<file path="config.mk">
export PLATFORM = sky130hd
export DESIGN_NAME = rx_deserialiser_n_flat
export DESIGN_NICKNAME = d
export VERILOG_FILES = /design/src/rtl/rx_deserialiser_n_pkg.sv /design/src/rtl/rx_deserialiser_n_if.sv /design/src/rtl/rx_deserialiser_n_acc.sv /design/src/rtl/rx_deserialiser_n.sv /design/src/flat_wrapper.sv
export SDC_FILE = /design/constraint.sdc
export NUM_CORES = 1
export LEC_CHECK = 0
export BUFFER_PORTS_ARGS = -buffer_cell sky130_fd_sc_hd__buf_2
export CAP_MARGIN = 10
export CORE_ASPECT_RATIO = 0.75
export CORE_UTILIZATION = 50
export DETAILED_ROUTE_END_ITERATION = 10
export PLACE_DENSITY = 0.72
export SLEW_MARGIN = 20
export SYNTH_ARGS = -nofsm -noshare
export SYNTH_HDL_FRONTEND = slang
export SYNTH_HIERARCHICAL = 1
export SYNTH_SLANG_ARGS = --single-unit
export TNS_END_PERCENT = 30
</file>
<file path="constraint.sdc">
create_clock -name clk -period 2.5 [get_ports clk]
set_input_delay 0.25 -clock clk [delete_from_list [all_inputs] [get_ports clk]]
set_output_delay 0.25 -clock clk [all_outputs]
set_load 0.05 [all_outputs]
</file>
<file path="src/rtl/rx_deserialiser_n_pkg.sv">
// rx_deser_pkg: shared types and helpers for the rx_deserialiser_n slice.
//   state_e       - FSM state encoding (IDLE, RX, PAR).
//   cnt_width()   - width of the in-word bit counter for a W-bit word.
//   odd_parity_ok - 1 when 8 data bits plus parity bit have odd weight.
package rx_deser_pkg;

    typedef enum logic [1:0] {
        ST_IDLE = 2'd0,
        ST_RX   = 2'd1,
        ST_PAR  = 2'd2
    } state_e;

    // Counter holds 0..W-1, so $clog2(W) bits; never narrower than 1 bit.
    function automatic int cnt_width(input int w);
        return (w > 2) ? $clog2(w) : 1;
    endfunction

    // ISO 14443A frames use odd parity over data + parity bit.
    function automatic logic odd_parity_ok(input logic [7:0] d, input logic p);
        return ^{d, p};
    endfunction

endpackage

</file>
<file path="src/rtl/rx_deserialiser_n_if.sv">
// rx_deserialiser_n_if: bit-stream input and word output bundle.
//   in_*  : soc/eoc/data/data_valid/error pulses from the Rx decoder.
//   out_* : soc/eoc/data[W]/data_valid/data_bits/error towards the frame layer.
//   master modport drives in_* (decoder side), slave modport is the deserialiser.
interface rx_deserialiser_n_if
    import rx_deser_pkg::*;
#(
    parameter int W = 8
);
    localparam int CW = cnt_width(W);

    logic          in_soc;
    logic          in_eoc;
    logic          in_data;
    logic          in_data_valid;
    logic          in_error;
    logic          out_soc;
    logic          out_eoc;
    logic [W-1:0]  out_data;
    logic          out_data_valid;
    logic [CW-1:0] out_data_bits;
    logic          out_error;

    modport master (
        output in_soc, in_eoc, in_data, in_data_valid, in_error,
        input  out_soc, out_eoc, out_data, out_data_valid, out_data_bits, out_error
    );

    modport slave (
        input  in_soc, in_eoc, in_data, in_data_valid, in_error,
        output out_soc, out_eoc, out_data, out_data_valid, out_data_bits, out_error
    );

endinterface

</file>
<file path="src/rtl/rx_deserialiser_n_acc.sv">
// rx_bit_accumulator: collects single bits into a W-bit word.
//   clear    - drop the partial word, count back to 0.
//   shift_en - bit_in is a data bit this cycle.
//   bit_in   - the data bit.
//   word     - current word including this cycle's bit, unfilled bits zero.
//   count    - bits held before this cycle (0..W-1).
//   full     - this cycle's bit completes the word; count wraps to 0.
// MSB_FIRST=0 places bit n at word[n]; MSB_FIRST=1 places it at word[W-1-n],
// so a partial word is packed from the LSB or MSB side respectively.
module rx_bit_accumulator
    import rx_deser_pkg::*;
#(
    parameter int W         = 8,
    parameter bit MSB_FIRST = 1'b0,
    localparam int CW       = cnt_width(W)
) (
    input  logic          clk,
    input  logic          rst_n,
    input  logic          clear,
    input  logic          shift_en,
    input  logic          bit_in,
    output logic [W-1:0]  word,
    output logic [CW-1:0] count,
    output logic          full
);

    logic [W-1:0]  sreg;
    logic [CW-1:0] pos;

    // Bits are written in place rather than shifted, which keeps the
    // unfilled part zero without a final alignment step.
    assign pos  = MSB_FIRST ? (CW'(W - 1) - count) : count;
    assign full = shift_en && (count == CW'(W - 1));

    always_comb begin
        word = sreg;
        if (shift_en) word[pos] = bit_in;
    end

    always_ff @(posedge clk or negedge rst_n) begin
        if (!rst_n) begin
            sreg  <= '0;
            count <= '0;
        end else if (clear || full) begin
            sreg  <= '0;
            count <= '0;
        end else if (shift_en) begin
            sreg  <= word;
            count <= count + CW'(1);
        end
    end

endmodule

</file>
<file path="src/rtl/rx_deserialiser_n.sv">
// rx_deserialiser_n: turns the one-bit-per-pulse Rx stream into W-bit words.
//   clk, rst_n : clock, asynchronous active-low reset.
//   bus        : rx_deserialiser_n_if.slave (in_* from decoder, out_* to frame layer).
// Parameters: W (power of two, 2..32), MSB_FIRST (bit order).
// Optional build macro RX_PARITY_CHECK_EN: after each 8-bit word the next bit
// is an odd-parity bit; a bad or missing parity bit aborts the frame.
// All outputs are registered one-cycle pulses; out_data and out_data_bits
// hold between pulses.
module rx_deserialiser_n
    import rx_deser_pkg::*;
#(
    parameter int W         = 8,
    parameter bit MSB_FIRST = 1'b0
) (
    input  logic clk,
    input  logic rst_n,
    rx_deserialiser_n_if.slave bus
);

    localparam int CW = cnt_width(W);

    localparam logic [1:0] S_IDLE = ST_IDLE;
    localparam logic [1:0] S_RX   = ST_RX;
`ifdef RX_PARITY_CHECK_EN
    localparam logic [1:0] S_PAR  = ST_PAR;
`endif

    if ((W < 2) || (W > 32) || ((W & (W - 1)) != 0)) begin : g_bad_w
        $error("rx_deserialiser_n: W must be a power of two in 2..32");
    end
`ifdef RX_PARITY_CHECK_EN
    if (W != 8) begin : g_bad_par
        $error("rx_deserialiser_n: parity checking requires W == 8");
    end
`endif

    logic [1:0]    state;
    logic          soc_q, eoc_q, dv_q, err_q;
    logic [W-1:0]  data_q;
    logic [CW-1:0] bits_q;

    logic          acc_clear, acc_shift, acc_full;
    logic [W-1:0]  acc_word;
    logic [CW-1:0] acc_cnt;
    logic          ctrl_evt;

`ifdef RX_PARITY_CHECK_EN
    logic [W-1:0]  hold_q;    // completed word waiting for its parity bit
`endif

    // Any control pulse beats a data bit arriving the same cycle.
    assign ctrl_evt  = bus.in_soc || bus.in_error || bus.in_eoc;
    assign acc_shift = (state == S_RX) && !ctrl_evt && bus.in_data_valid;
    // Outside RX the accumulator is idle-empty; keeping it cleared there
    // means every frame starts from count 0.
    assign acc_clear = (state != S_RX) || ctrl_evt;

    rx_bit_accumulator #(
        .W         (W),
        .MSB_FIRST (MSB_FIRST)
    ) u_acc (
        .clk      (clk),
        .rst_n    (rst_n),
        .clear    (acc_clear),
        .shift_en (acc_shift),
        .bit_in   (bus.in_data),
        .word     (acc_word),
        .count    (acc_cnt),
        .full     (acc_full)
    );

    always_ff @(posedge clk or negedge rst_n) begin
        if (!rst_n) begin
            state  <= S_IDLE;
            soc_q  <= 1'b0;
            eoc_q  <= 1'b0;
            dv_q   <= 1'b0;
            err_q  <= 1'b0;
            data_q <= '0;
            bits_q <= '0;
`ifdef RX_PARITY_CHECK_EN
            hold_q <= '0;
`endif
        end else begin
            soc_q <= 1'b0;
            eoc_q <= 1'b0;
            dv_q  <= 1'b0;
            err_q <= 1'b0;
            if (state == S_IDLE) begin
                if (bus.in_soc) begin
                    soc_q <= 1'b1;
                    state <= S_RX;
                end
            end else if (bus.in_soc) begin
                // Restart: partial word dropped silently.
                soc_q <= 1'b1;
                state <= S_RX;
            end else if (bus.in_error) begin
                err_q <= 1'b1;
                eoc_q <= bus.in_eoc;
                state <= S_IDLE;
            end else if (bus.in_eoc) begin
                eoc_q <= 1'b1;
`ifdef RX_PARITY_CHECK_EN
                if (state == S_PAR) begin
                    err_q <= 1'b1;       // frame ended before the parity bit
                end else
`endif
                if (acc_cnt != '0) begin
                    dv_q   <= 1'b1;
                    data_q <= acc_word;
                    bits_q <= acc_cnt;
                end
                state <= S_IDLE;
            end else if (bus.in_data_valid) begin
`ifdef RX_PARITY_CHECK_EN
                if (state == S_PAR) begin
                    if (odd_parity_ok(hold_q, bus.in_data)) begin
                        dv_q   <= 1'b1;
                        data_q <= hold_q;
                        bits_q <= '0;
                        state  <= S_RX;
                    end else begin
                        err_q <= 1'b1;
                        state <= S_IDLE;
                    end
                end else if (acc_full) begin
                    hold_q <= acc_word;
                    state  <= S_PAR;
                end
`else
                if (acc_full) begin
                    dv_q   <= 1'b1;
                    data_q <= acc_word;
                    bits_q <= '0;
                end
`endif
            end
        end
    end

    assign bus.out_soc        = soc_q;
    assign bus.out_eoc        = eoc_q;
    assign bus.out_data_valid = dv_q;
    assign bus.out_error      = err_q;
    assign bus.out_data       = data_q;
    assign bus.out_data_bits  = bits_q;

endmodule

</file>
<file path="src/flat_wrapper.sv">
// flat-port wrapper written by rule: the top's interface ports become plain ports
module rx_deserialiser_n_flat import rx_deser_pkg::*;
#(
    parameter int W         = 8,
    parameter bit MSB_FIRST = 1'b0
)
  (clk, rst_n, bus_in_soc, bus_in_eoc, bus_in_data, bus_in_data_valid, bus_in_error, bus_out_soc, bus_out_eoc, bus_out_data, bus_out_data_valid, bus_out_data_bits, bus_out_error);
  rx_deserialiser_n_if #(.W(W)) bus_i ();
  input  logic clk;
  input  logic rst_n;
  input wire logic [$bits(bus_i.in_soc)-1:0] bus_in_soc;
  input wire logic [$bits(bus_i.in_eoc)-1:0] bus_in_eoc;
  input wire logic [$bits(bus_i.in_data)-1:0] bus_in_data;
  input wire logic [$bits(bus_i.in_data_valid)-1:0] bus_in_data_valid;
  input wire logic [$bits(bus_i.in_error)-1:0] bus_in_error;
  output wire logic [$bits(bus_i.out_soc)-1:0] bus_out_soc;
  output wire logic [$bits(bus_i.out_eoc)-1:0] bus_out_eoc;
  output wire logic [$bits(bus_i.out_data)-1:0] bus_out_data;
  output wire logic [$bits(bus_i.out_data_valid)-1:0] bus_out_data_valid;
  output wire logic [$bits(bus_i.out_data_bits)-1:0] bus_out_data_bits;
  output wire logic [$bits(bus_i.out_error)-1:0] bus_out_error;
  assign bus_i.in_soc = bus_in_soc;
  assign bus_i.in_eoc = bus_in_eoc;
  assign bus_i.in_data = bus_in_data;
  assign bus_i.in_data_valid = bus_in_data_valid;
  assign bus_i.in_error = bus_in_error;
  assign bus_out_soc = bus_i.out_soc;
  assign bus_out_eoc = bus_i.out_eoc;
  assign bus_out_data = bus_i.out_data;
  assign bus_out_data_valid = bus_i.out_data_valid;
  assign bus_out_data_bits = bus_i.out_data_bits;
  assign bus_out_error = bus_i.out_error;
  rx_deserialiser_n #(.W(W), .MSB_FIRST(MSB_FIRST)) u_core (.clk(clk), .rst_n(rst_n), .bus(bus_i));
endmodule
</file>
==> results.sh, run 1 <==
export IMPL_outcome="finished, final reports clean"
export IMPL_die_h_um=48.4
export IMPL_dieArea_sq_mm=0.00309
export IMPL_numPortBuffers=21
export IMPL_clock_sinks=27
export IMPL_syn_to_final_growth_pct=14.3
export IMPL_rows=16
export IMPL_hold_path_class="in -> reg"
export IMPL_powerDensity_mw_per_mm2=450
export IMPL_drt_wirelength_per_cell_um=14.8
export IMPL_relSlewSlack_pct=60.6
export IMPL_synth_cell_types=34
export IMPL_syn_nets=122
export IMPL_synth_flop_cell="dfrtp_1"
export IMPL_htree_num_levels=1
export IMPL_synth_compound_area_share_pct=7.40
export IMPL_syn_inst=113
export IMPL_path_clk_slew_ps=90
export IMPL_grt_ovfl_total=0
export IMPL_maxSlewViolCount=0
export IMPL_cts_buffers=3
export IMPL_setup_tns_final_ps=0
export IMPL_synth_seq_area_share_pct=47.0
export IMPL_grt_use_total_pct=18.9
export IMPL_crit_arrival_ps=2500
export IMPL_fin_worst_skew_ps=5.80
export IMPL_via_per_inst=5.56
export IMPL_diodes=0
export IMPL_yosys_area_share_adder_pct=1.74
export IMPL_finalWirelength_mm=2.59
export IMPL_synth_area_top_cells="dfrtp_1, mux2_4, mux2_2, a21oi_1, nand4b_4"
export IMPL_clock_latency_ps=270
export IMPL_drc=0
export IMPL_grt_pass1_vias=927
export IMPL_min_period_over_period_pct=93.3
export IMPL_synth_edf_count=0
export IMPL_fmax_mhz=429
export IMPL_layout_drive_gt1_share_pct=42.4
export IMPL_synth_top_family_by_area="simple AND/OR/NAND/NOR gates"
export IMPL_muxShareOfSynthArea_pct=16.1
export IMPL_synth_largest_area_cell="dfrtp_1"
export IMPL_dpl_hpwl_mm=1.80
export IMPL_drtIter0Drc=75
export IMPL_setup_viol=0
export IMPL_fillCellCount=211
export IMPL_hold_buffers=1
export IMPL_post_cts_buffers=0
export IMPL_core_sq_mm=0.00266
export IMPL_grt_max_degree=28
export IMPL_syn_area_per_cell_sq_um=12.7
export IMPL_final_hold_violation_count=0
export IMPL_yosys_area_top_type_share_pct=47.0
export IMPL_startpoint_type="flop"
export IMPL_period_needed_ps=2330
export IMPL_synth_simple_area_share_pct=23.0
export IMPL_rsz0062_at_grt="false"
export IMPL_cts_buffer_depth=2
export IMPL_power_leakage_nw=0.876
export IMPL_cts_root_buffer="clkbuf_8"
export IMPL_start_util_pct=53.9
export IMPL_worst_slew_pin_slew_ps=591
export IMPL_die_w_um=63.9
export IMPL_cts_tree="done"
export IMPL_synthXorXnorAreaFrac_pct=0
export IMPL_yosysWarnings=6
export IMPL_critPathRequiredTime_ps=2670
export IMPL_ioPinCount=22
export IMPL_crit_path_end_kind="flop"
export IMPL_final_util_pct=61.7
export IMPL_post_cts_resized=0
export IMPL_final_nets=149
export IMPL_antenna_found_initial=0
export IMPL_synthArstFlopShare_pct=100
export IMPL_max_cap_violations=0
export IMPL_vias=973
export IMPL_grt_pass1_wl_mm=4.51
export IMPL_antenna_left=0
export IMPL_synth_seq_cells=27
export IMPL_syn_area_sq_mm=0.00144
export IMPL_ir_worst_vdd_v=0.000284
export IMPL_cp_max_fo=9
export IMPL_setup_worst_path_class="reg -> reg"
export IMPL_drtPass1Iterations=4
export IMPL_gp_congestion=0.813
-- routing by layer --
layer	wire, um	vias to the layer above	GRT usage (%)
met3	57	2	4.25
met5	0	-	0
met2	1210	11	29.8
met1	1300	486	26.5
met4	11	0	4.55
li1	-	474	-
-- flip-flops by register name (all words and copies together) (netlist names) --
| register | flops |
|---|---|
| u_core/bus.out_data_bits | 3 |
| u_core/state | 1 |
| u_core/bus.out_data | 8 |
| u_core/bus.out_error | 1 |
| u_core/bus.out_eoc | 1 |
| u_core/bus.out_data_valid | 1 |
| u_core/bus.out_soc | 1 |
| u_core/u_acc/sreg | 8 |
| u_core/u_acc/count | 3 |
-- worst max-delay path: stages (launching register included) --
cell and delay [ps]:
dfrtp_1 370, or3b_1 380, nor2_1 150, and2_1 230
buf_4 220, and4bb_2 280, mux2_2 340, mux2_4 250
-- path summary, 6_finish.rpt --
kind | from | end | slack (ps) | cells after the start
min in group asynchronous | rst_n | u_core/bus.out_eoc | 500 | 2
min | bus_in_soc | u_core/bus.out_soc | 130 | 1
min reg2reg | u_core/bus.out_data_bits[1] | u_core/bus.out_data_bits[1] | 500 | 1
max reg2reg | u_core/state[0] | u_core/bus.out_data[1] | 170 | 7
max in group asynchronous | rst_n | u_core/u_acc/count[1] | 1610 | 2
max | u_core/state[0] | u_core/bus.out_data[1] | 170 | 7
-- cell usage after synthesis (2+ instances only) --
cell      number
ha_1           2
nand3_1        4
nor3_1         2
and3b_2        2
nand2_1        3
dfrtp_1       27
a21oi_1       11
a32o_2         3
nand3b_1       5
nor2_1         4
buf_4          3
mux2_2         5
buf_6          2
nand2b_1       7
o311ai_0       2
nand4b_4       2
mux2_4        11
inv_1          2
-- logic make-up (layout without fill, tap and decap cells) --
family          Yosys count  in the layout
simple gates             42             42
compound gates           16             16
buf+inv                   9             35
fa+ha+maj                 2              2
flops                    27             27
mux                      17             17
-- cell type report --
class | instances | area, sq um | share of cell area (%)
Multi-Input combinational cell | 77 | 693 | 42.2
Sequential cell | 27 | 676 | 41.2
Timing Repair Buffer | 28 | 160 | 9.76
Tap cell | 36 | 45.0 | 2.74
Clock buffer | 3 | 41.3 | 2.52
Inverter | 3 | 18.8 | 1.14
Clock inverter | 1 | 7.51 | 0.457
-- power breakdown --
group	internal, mW	switching (mW)
Sequential	0.440	0.00137
Combinational	0.0139	0.0341
Clock	0.113	0.136
Total	0.567	0.172
-- stage by stage --
step                      power [mW]  hold WS [ps]  area, sq um  worst slack, ps  std cells
after global placement         0.497           286         1580              233        170
after global routing           0.773           122         1640             46.9        175
after floorplan                0.475         -45.6         1440              140        113
after detailed placement       0.498           294         1580              162        170
final                          0.739           130         1640              167        175
after CTS                      0.750           120         1640              158        175
-- placed cells by master, fill, tap and decap left out, drive strengths merged, types with 2 or more instances in the layout --
cell / Yosys / final
o311ai: 2 / 2
a32o: 3 / 3
a21oi: 11 / 11
nand2: 4 / 4
nand2b: 7 / 7
nand3b: 5 / 5
buf: 5 / 27
clkbuf: 1 / 3
nand4: 2 / 2
nor3: 2 / 2
nor2: 4 / 4
and4bb: 2 / 2
mux2: 16 / 16
nand3: 4 / 4
nand4b: 3 / 3
and3b: 3 / 3
inv: 3 / 3
ha: 2 / 2
dfrtp: 27 / 27
No activity file was read; power rests on OpenSTA's default activity.
==> run 2, diff against run 1 <==
--- a/config.mk
+++ b/config.mk
@@ -10,7 +10,7 @@
 export CORE_ASPECT_RATIO = 0.75
 export CORE_UTILIZATION = 50
 export DETAILED_ROUTE_END_ITERATION = 10
-export PLACE_DENSITY = 0.72
+export PLACE_DENSITY = 0.7
 export SLEW_MARGIN = 20
 export SYNTH_ARGS = -nofsm -noshare
 export SYNTH_HDL_FRONTEND = slang
==> constraint.sdc (replaced) <==
create_clock -name clk -period 2.3 [get_ports clk]
set_input_delay 0.23 -clock clk [delete_from_list [all_inputs] [get_ports clk]]
set_output_delay 0.23 -clock clk [all_outputs]
set_load 0.05 [all_outputs]
==> run 2 against run 1 <==
Global-route usage rose by 0.27 points; fmax rose by 5.7%; clock power rose by 9.6%; critical path type unchanged; critical endpoint unchanged; largest cell class unchanged.
==> results.sh, run 2 (synthesized netlist as in run 1, its figures left out) <==
export IMPL_die_h_um=48.4
export IMPL_startpoint_type="flop"
export IMPL_cts_buffers=3
export IMPL_final_common_cell="dfrtp_1"
export IMPL_powerDensity_mw_per_mm2=479
export IMPL_rows=16
export IMPL_die_w_um=63.9
export IMPL_drt_wirelength_per_cell_um=14.7
export IMPL_crit_path_end_kind="flop"
export IMPL_power_leakage_nw=0.900
export IMPL_fin_worst_skew_ps=5.90
export IMPL_maxSlewViolCount=0
export IMPL_outcome="finished, final reports clean"
export IMPL_setup_tns_final_ps=0
export IMPL_via_per_inst=5.43
export IMPL_grt_pass1_vias=917
export IMPL_final_util_pct=63.5
export IMPL_crit_arrival_ps=2380
export IMPL_finalWirelength_mm=2.62
export IMPL_grt_ovfl_total=0
export IMPL_clock_sinks=27
export IMPL_grt_max_degree=28
export IMPL_slowest_stage="or3b_4"
export IMPL_setup_ws_ps=92.1
export IMPL_cts_tree="done"
export IMPL_clock_latency_ps=270
export IMPL_period_needed_ps=2210
export IMPL_dpl_hpwl_mm=1.80
export IMPL_max_stage_delay_ps=400
export IMPL_worst_slew_pin_slew_ps=583
export IMPL_critPathRequiredTime_ps=2470
export IMPL_dieArea_sq_mm=0.00309
export IMPL_place_area_sq_mm=0.00159
export IMPL_min_period_over_period_pct=96.0
export IMPL_vias=966
export IMPL_cp_buffers_inverters=1
export IMPL_drtIter0Drc=48
export IMPL_antenna_found_initial=0
export IMPL_dp_worst_setup_slack_ps=41.6
export IMPL_ir_worst_vdd_v=0.000305
export IMPL_cts_root_buffer="clkbuf_8"
export IMPL_layout_drive_gt1_share_pct=46.5
export IMPL_design_area_sq_mm=0.00169
export IMPL_syn_to_final_growth_pct=17.7
export IMPL_drc=0
export IMPL_cp_cell_sequence="or3b_4 > nor2_4 > and2_4 > buf_4 > and4bb_2 > mux2_2 > mux2_4"
export IMPL_critPathTopFamily="simple AND/OR/NAND/NOR gates"
export IMPL_diodes=0
export IMPL_ioPinCount=22
export IMPL_grt_pass1_wl_mm=4.51
export IMPL_setup_viol=0
export IMPL_relSlewSlack_pct=61.1
export IMPL_gp_congestion=0.752
export IMPL_fmax_mhz=453
export IMPL_htree_num_levels=1
export IMPL_drtPass1Iterations=4
export IMPL_grt_use_total_pct=19.2
export IMPL_cp_max_fo=4
export IMPL_final_nets=152
export IMPL_reg2reg_slack_ps=90
export IMPL_final_cell_mix="dfrtp_1, buf_2, a21oi_1, mux2_4, buf_4"
export IMPL_max_cap_violations=0
export IMPL_start_util_pct=53.9
export IMPL_antenna_left=0
export IMPL_final_hold_violation_count=0
export IMPL_hold_path_class="in -> reg"
export IMPL_setup_worst_path_class="reg -> reg"
export IMPL_numPortBuffers=21
export IMPL_path_clk_slew_ps=100
export IMPL_cts_buffer_depth=2
export IMPL_core_sq_mm=0.00266
## run 2: layer usage
metal  global-route usage [%]  share of wire, %
met1                     26.9                49
met2                     29.8                46
met3                     5.66               4.4
met4                     3.41              0.50
met5                        0                 0
## run 2: what timing repair did
item                                    CTS  global route
endpoints found under the setup margin    0             8
setup buffers                             0             3
resized for setup                         0             6
hold endpoints to repair                 27             0
hold buffers                              1             0
## run 2: report_power, final
part	internal [mW]	total (mW)	switching, mW
Sequential	0.478	0.480	0.00156
Combinational	0.0189	0.0576	0.0387
Clock	0.123	0.273	0.150
## run 2: layout make-up
cell class,instances,area (sq um)
fillers,200,972
multi-input cells,77,711
flip-flops and latches,27,676
repair buffers,31,186
well taps,36,45.0
clock buffers,3,41.3
inverters,3,23.8
clock inverters,1,7.51
## run 2: path summary, 6_finish.rpt
| path | start | depth (start not counted) | endpoint |
|---|---|---|---|
| max | u_core/state[0] | 7 | u_core/bus.out_data[1] |
| min | bus_in_soc | 1 | u_core/bus.out_soc |
| max reg2reg | u_core/state[0] | 7 | u_core/bus.out_data[1] |
| min reg2reg | u_core/bus.out_data_bits[1] | 1 | u_core/bus.out_data_bits[1] |
| max in group asynchronous | rst_n | 2 | u_core/bus.out_data[0] |
| min in group asynchronous | rst_n | 2 | u_core/bus.out_soc |
## run 2: worst reg2reg max path, stage by stage (launching register included)
cell and delay, ps:
dfrtp_1 380, or3b_4 400, nor2_4 130, and2_4 180
buf_4 150, and4bb_2 270, mux2_2 350, mux2_4 250
## run 2: per-stage QoR
stage                     cells  hold WS [ps]  power, mW
final                       178           121      0.810
after global routing        178           111      0.851
after CTS                   175           110      0.812
after detailed placement    170           269      0.542
after global placement      170           270      0.541
after floorplan             113         -65.6      0.517
==> run 3, diff against run 2 <==
--- a/config.mk
+++ b/config.mk
@@ -5,6 +5,7 @@
 export SDC_FILE = /design/constraint.sdc
 export NUM_CORES = 1
 export LEC_CHECK = 0
+export ABC_AREA = 1
 export BUFFER_PORTS_ARGS = -buffer_cell sky130_fd_sc_hd__buf_2
 export CAP_MARGIN = 10
 export CORE_ASPECT_RATIO = 0.75
@@ -14,6 +15,5 @@
 export SLEW_MARGIN = 20
 export SYNTH_ARGS = -nofsm -noshare
 export SYNTH_HDL_FRONTEND = slang
-export SYNTH_HIERARCHICAL = 1
 export SYNTH_SLANG_ARGS = --single-unit
 export TNS_END_PERCENT = 30
==> run 3 against run 2 <==
Design area fell by 6.9%; flip-flop and latch count unchanged; final cell count up 27%; area after synthesis shrank 1.7%; setup slack improved by 410 ps; die area shrank 1.7%; combinational power grew 59%; critical path depth up 1; synthesized cell count is 50% higher; worst hold slack improved by 8.3 ps; clock power grew 1%; critical path type unchanged; largest cell class is now flip-flops and latches.
==> results.sh, run 3 <==
export IMPL_outcome="finished, final reports clean"
export IMPL_fillCellCount=250
export IMPL_die_h_um=48.0
export IMPL_startpoint_type="flop"
export IMPL_maxSlewViolCount=0
export IMPL_fin_worst_skew_ps=3.01
export IMPL_syn_nets=180
export IMPL_dp_worst_setup_slack_ps=514
export IMPL_synth_simple_area_share_pct=32.1
export IMPL_crit_path_end_kind="flop"
export IMPL_setup_ws_ps=499
export IMPL_yosys_top_cells_count="nand2_1, dfrtp_1, nand3_1, inv_1, nand2_2"
export IMPL_syn_inst=170
export IMPL_yosys_area_top_type_share_pct=47.9
export IMPL_layout_drive_gt1_share_pct=28.9
export IMPL_gp_congestion=0.863
export IMPL_start_util_pct=53.4
export IMPL_top_layer_used="met4"
export IMPL_swShare_pct=26.7
export IMPL_hold_path_class="in -> reg"
export IMPL_fmax_mhz=555
export IMPL_reg2reg_from="u_core.u_acc.count[1]"
export IMPL_post_cts_buffers=0
export IMPL_power_frac_seq_pct=57.0
export IMPL_switchingPower_uw=229
export IMPL_setup_tns_final_ps=0
export IMPL_final_common_cell="nand2_1"
export IMPL_rsz0062_at_grt="false"
export IMPL_wl_met2_mm=1.26
export IMPL_synth_area_top_cells="dfrtp_1, nand2_1, nand3_1, o21ai_2, nand2_2"
export IMPL_yosysWarnings=0
export IMPL_cts_tree="done"
export IMPL_regArea_sq_um=676
export IMPL_dpl_hpwl_mm=1.93
export IMPL_synth_seq_area_share_pct=47.9
export IMPL_path_clk_slew_ps=90
export IMPL_synth_cell_types=19
export IMPL_crit_start="u_core.u_acc.count[1]"
export IMPL_antenna_found_initial=0
export IMPL_htree_num_levels=1
export IMPL_synth_top_family_by_area="simple AND/OR/NAND/NOR gates"
export IMPL_cellInternalPower_uw=629
export IMPL_max_cap_violations=0
export IMPL_cts_buffers=3
export IMPL_cts_root_buffer="clkbuf_8"
export IMPL_final_hold_violation_count=0
export IMPL_rows=16
export IMPL_grt_ovfl_total=0
export IMPL_synth_compound_area_share_pct=8.78
export IMPL_finalPower_uw=858
export IMPL_via_per_inst=4.94
export IMPL_synth_most_common_cell="nand2_1"
export IMPL_grt_use_total_pct=19.3
export IMPL_antenna_left=0
export IMPL_cp_max_fo=21
export IMPL_synth_flop_cell="dfrtp_1"
export IMPL_critPathRequiredTime_ps=2470
export IMPL_die_w_um=63.4
export IMPL_power_leakage_nw=0.841
export IMPL_synthXorXnorAreaFrac_pct=0
export IMPL_synth_seq_cells=27
export IMPL_drtPass1Iterations=4
export IMPL_dr_wl_met3_um=100
export IMPL_powerDensity_mw_per_mm2=545
export IMPL_drtIter0Drc=32
export IMPL_setup_worst_path_class="reg -> reg"
export IMPL_setup_viol=0
export IMPL_clkPwrFrac_pct=32.3
export IMPL_clock_latency_ps=280
export IMPL_relSlewSlack_pct=60.7
export IMPL_dieArea_sq_mm=0.00304
export IMPL_synth_largest_area_cell="dfrtp_1"
export IMPL_syn_area_sq_mm=0.00141
export IMPL_drc=0
export IMPL_syn_area_per_cell_sq_um=8.30
export IMPL_muxShareOfSynthArea_pct=0
export IMPL_core_sq_mm=0.00264
export IMPL_grt_max_degree=28
export IMPL_ioPinCount=22
export IMPL_diodes=0
export IMPL_ir_worst_vdd_v=0.000347
export IMPL_grt_pass1_vias=995
export IMPL_grt_pass1_wl_mm=4.33
export IMPL_final_cell_mix="nand2_1, dfrtp_1, buf_2"
export IMPL_p_comb_share_pct=10.7
export IMPL_synthArstFlopShare_pct=100
export IMPL_cts_buffer_depth=2
export IMPL_period_needed_ps=1800
export IMPL_finalWirelength_mm=2.61
export IMPL_worstHoldStart="bus_in_soc"
export IMPL_drt_wirelength_per_cell_um=11.5
export IMPL_min_period_over_period_pct=78.3
export IMPL_yosys_area_share_adder_pct=2.66
export IMPL_final_nets=201
export IMPL_holdPathStages=1
export IMPL_whs_ps=129
export IMPL_crit_arrival_ps=1970
export IMPL_synth_edf_count=0
export IMPL_clock_sinks=27
export IMPL_worst_slew_pin_slew_ps=590
export IMPL_met1Wirelength_mm=1.22
export IMPL_multi_input_area_sq_um=614
export IMPL_r2r_cells=8
export IMPL_syn_to_final_growth_pct=11.5
export IMPL_vias=1117
export IMPL_numPortBuffers=21
[run 3: changes by cell type after synthesis, moves of 6 or more]
cell      previous run  this run
nand2_1              3        51
nand2_2              1        12
nand2b_1             7         0
a21oi_1             11         4
nor2_1               4        10
mux2_4              11         0
nand3_1              4        16
inv_1                2        15
o21ai_2              0         9
[run 3: critical path, cell delays in order, from the launching register on]
cell and delay, ps:
dfrtp_1 550, ha_1 230, ha_1 180, nand4_2 190, nand2_2 100, nand3_2 60, buf_4 230, nand2_1 100
o21ai_2 50
[run 3: final timing paths]
path                                               end  slack, ps
worst max-delay path            u_core.bus.out_data[7]        500
worst max register to register  u_core.bus.out_data[7]        500
min in group asynchronous       u_core.bus.out_data[7]        480
max in group asynchronous         u_core.u_acc.sreg[6]       1430
worst min-delay path                u_core.bus.out_soc        130
worst min register to register  u_core.bus.out_data[5]        490
[run 3: what timing repair did]
action,4_1_cts,5_1_grt
endpoints found under the setup margin,0,0
hold buffers,1,0
gates resized for setup,0,0
hold endpoints to repair,27,0
[run 3: per-layer routing]
layer  vias up  global-route usage [%]
met3         4                    4.29
li1        575                       -
met2        29                    34.9
met1       509                    22.6
met4         0                    9.55
met5         -                       0
[run 3: through the flow]
stage | area (sq um) | util [%] | cells
2_1_floorplan | 1410 | - | 170
3_3_place_gp | 1520 | 57.3 | 221
3_5_place_dp | 1520 | 57.3 | 221
4_1_cts | 1570 | 59.6 | 226
5_1_grt | 1570 | 59.6 | 226
6_report | 1570 | 59.6 | 226
[run 3: logic make-up (layout without fill, tap and decap cells)]
| kind of cell | Yosys count | count (layout) |
|---|---|---|
| DFF | 27 | 27 |
| adders and majority gates | 3 | 3 |
| AOI/OAI and AO/OA | 18 | 18 |
| buffers and inverters | 25 | 45 |
| and+or+nand+nor | 97 | 97 |
[run 3: final cells by class]
class / count / area share (%)
Multi-Input combinational cell: 118 / 39.0
Clock buffer: 3 / 2.62
Clock inverter: 1 / 0.477
Timing Repair Buffer: 23 / 7.79
Tap cell: 36 / 2.86
Inverter: 18 / 4.29
Sequential cell: 27 / 42.9
[run 3: power groups by stage]
stage                     sequential [mW]  clock (mW)  combinational (mW)
after floorplan                     0.524           0              0.0348
after global placement              0.498           0              0.0896
after detailed placement            0.499           0              0.0917
after CTS                           0.489       0.286              0.0933
after global routing                0.490       0.300               0.101
final                               0.489       0.277              0.0917
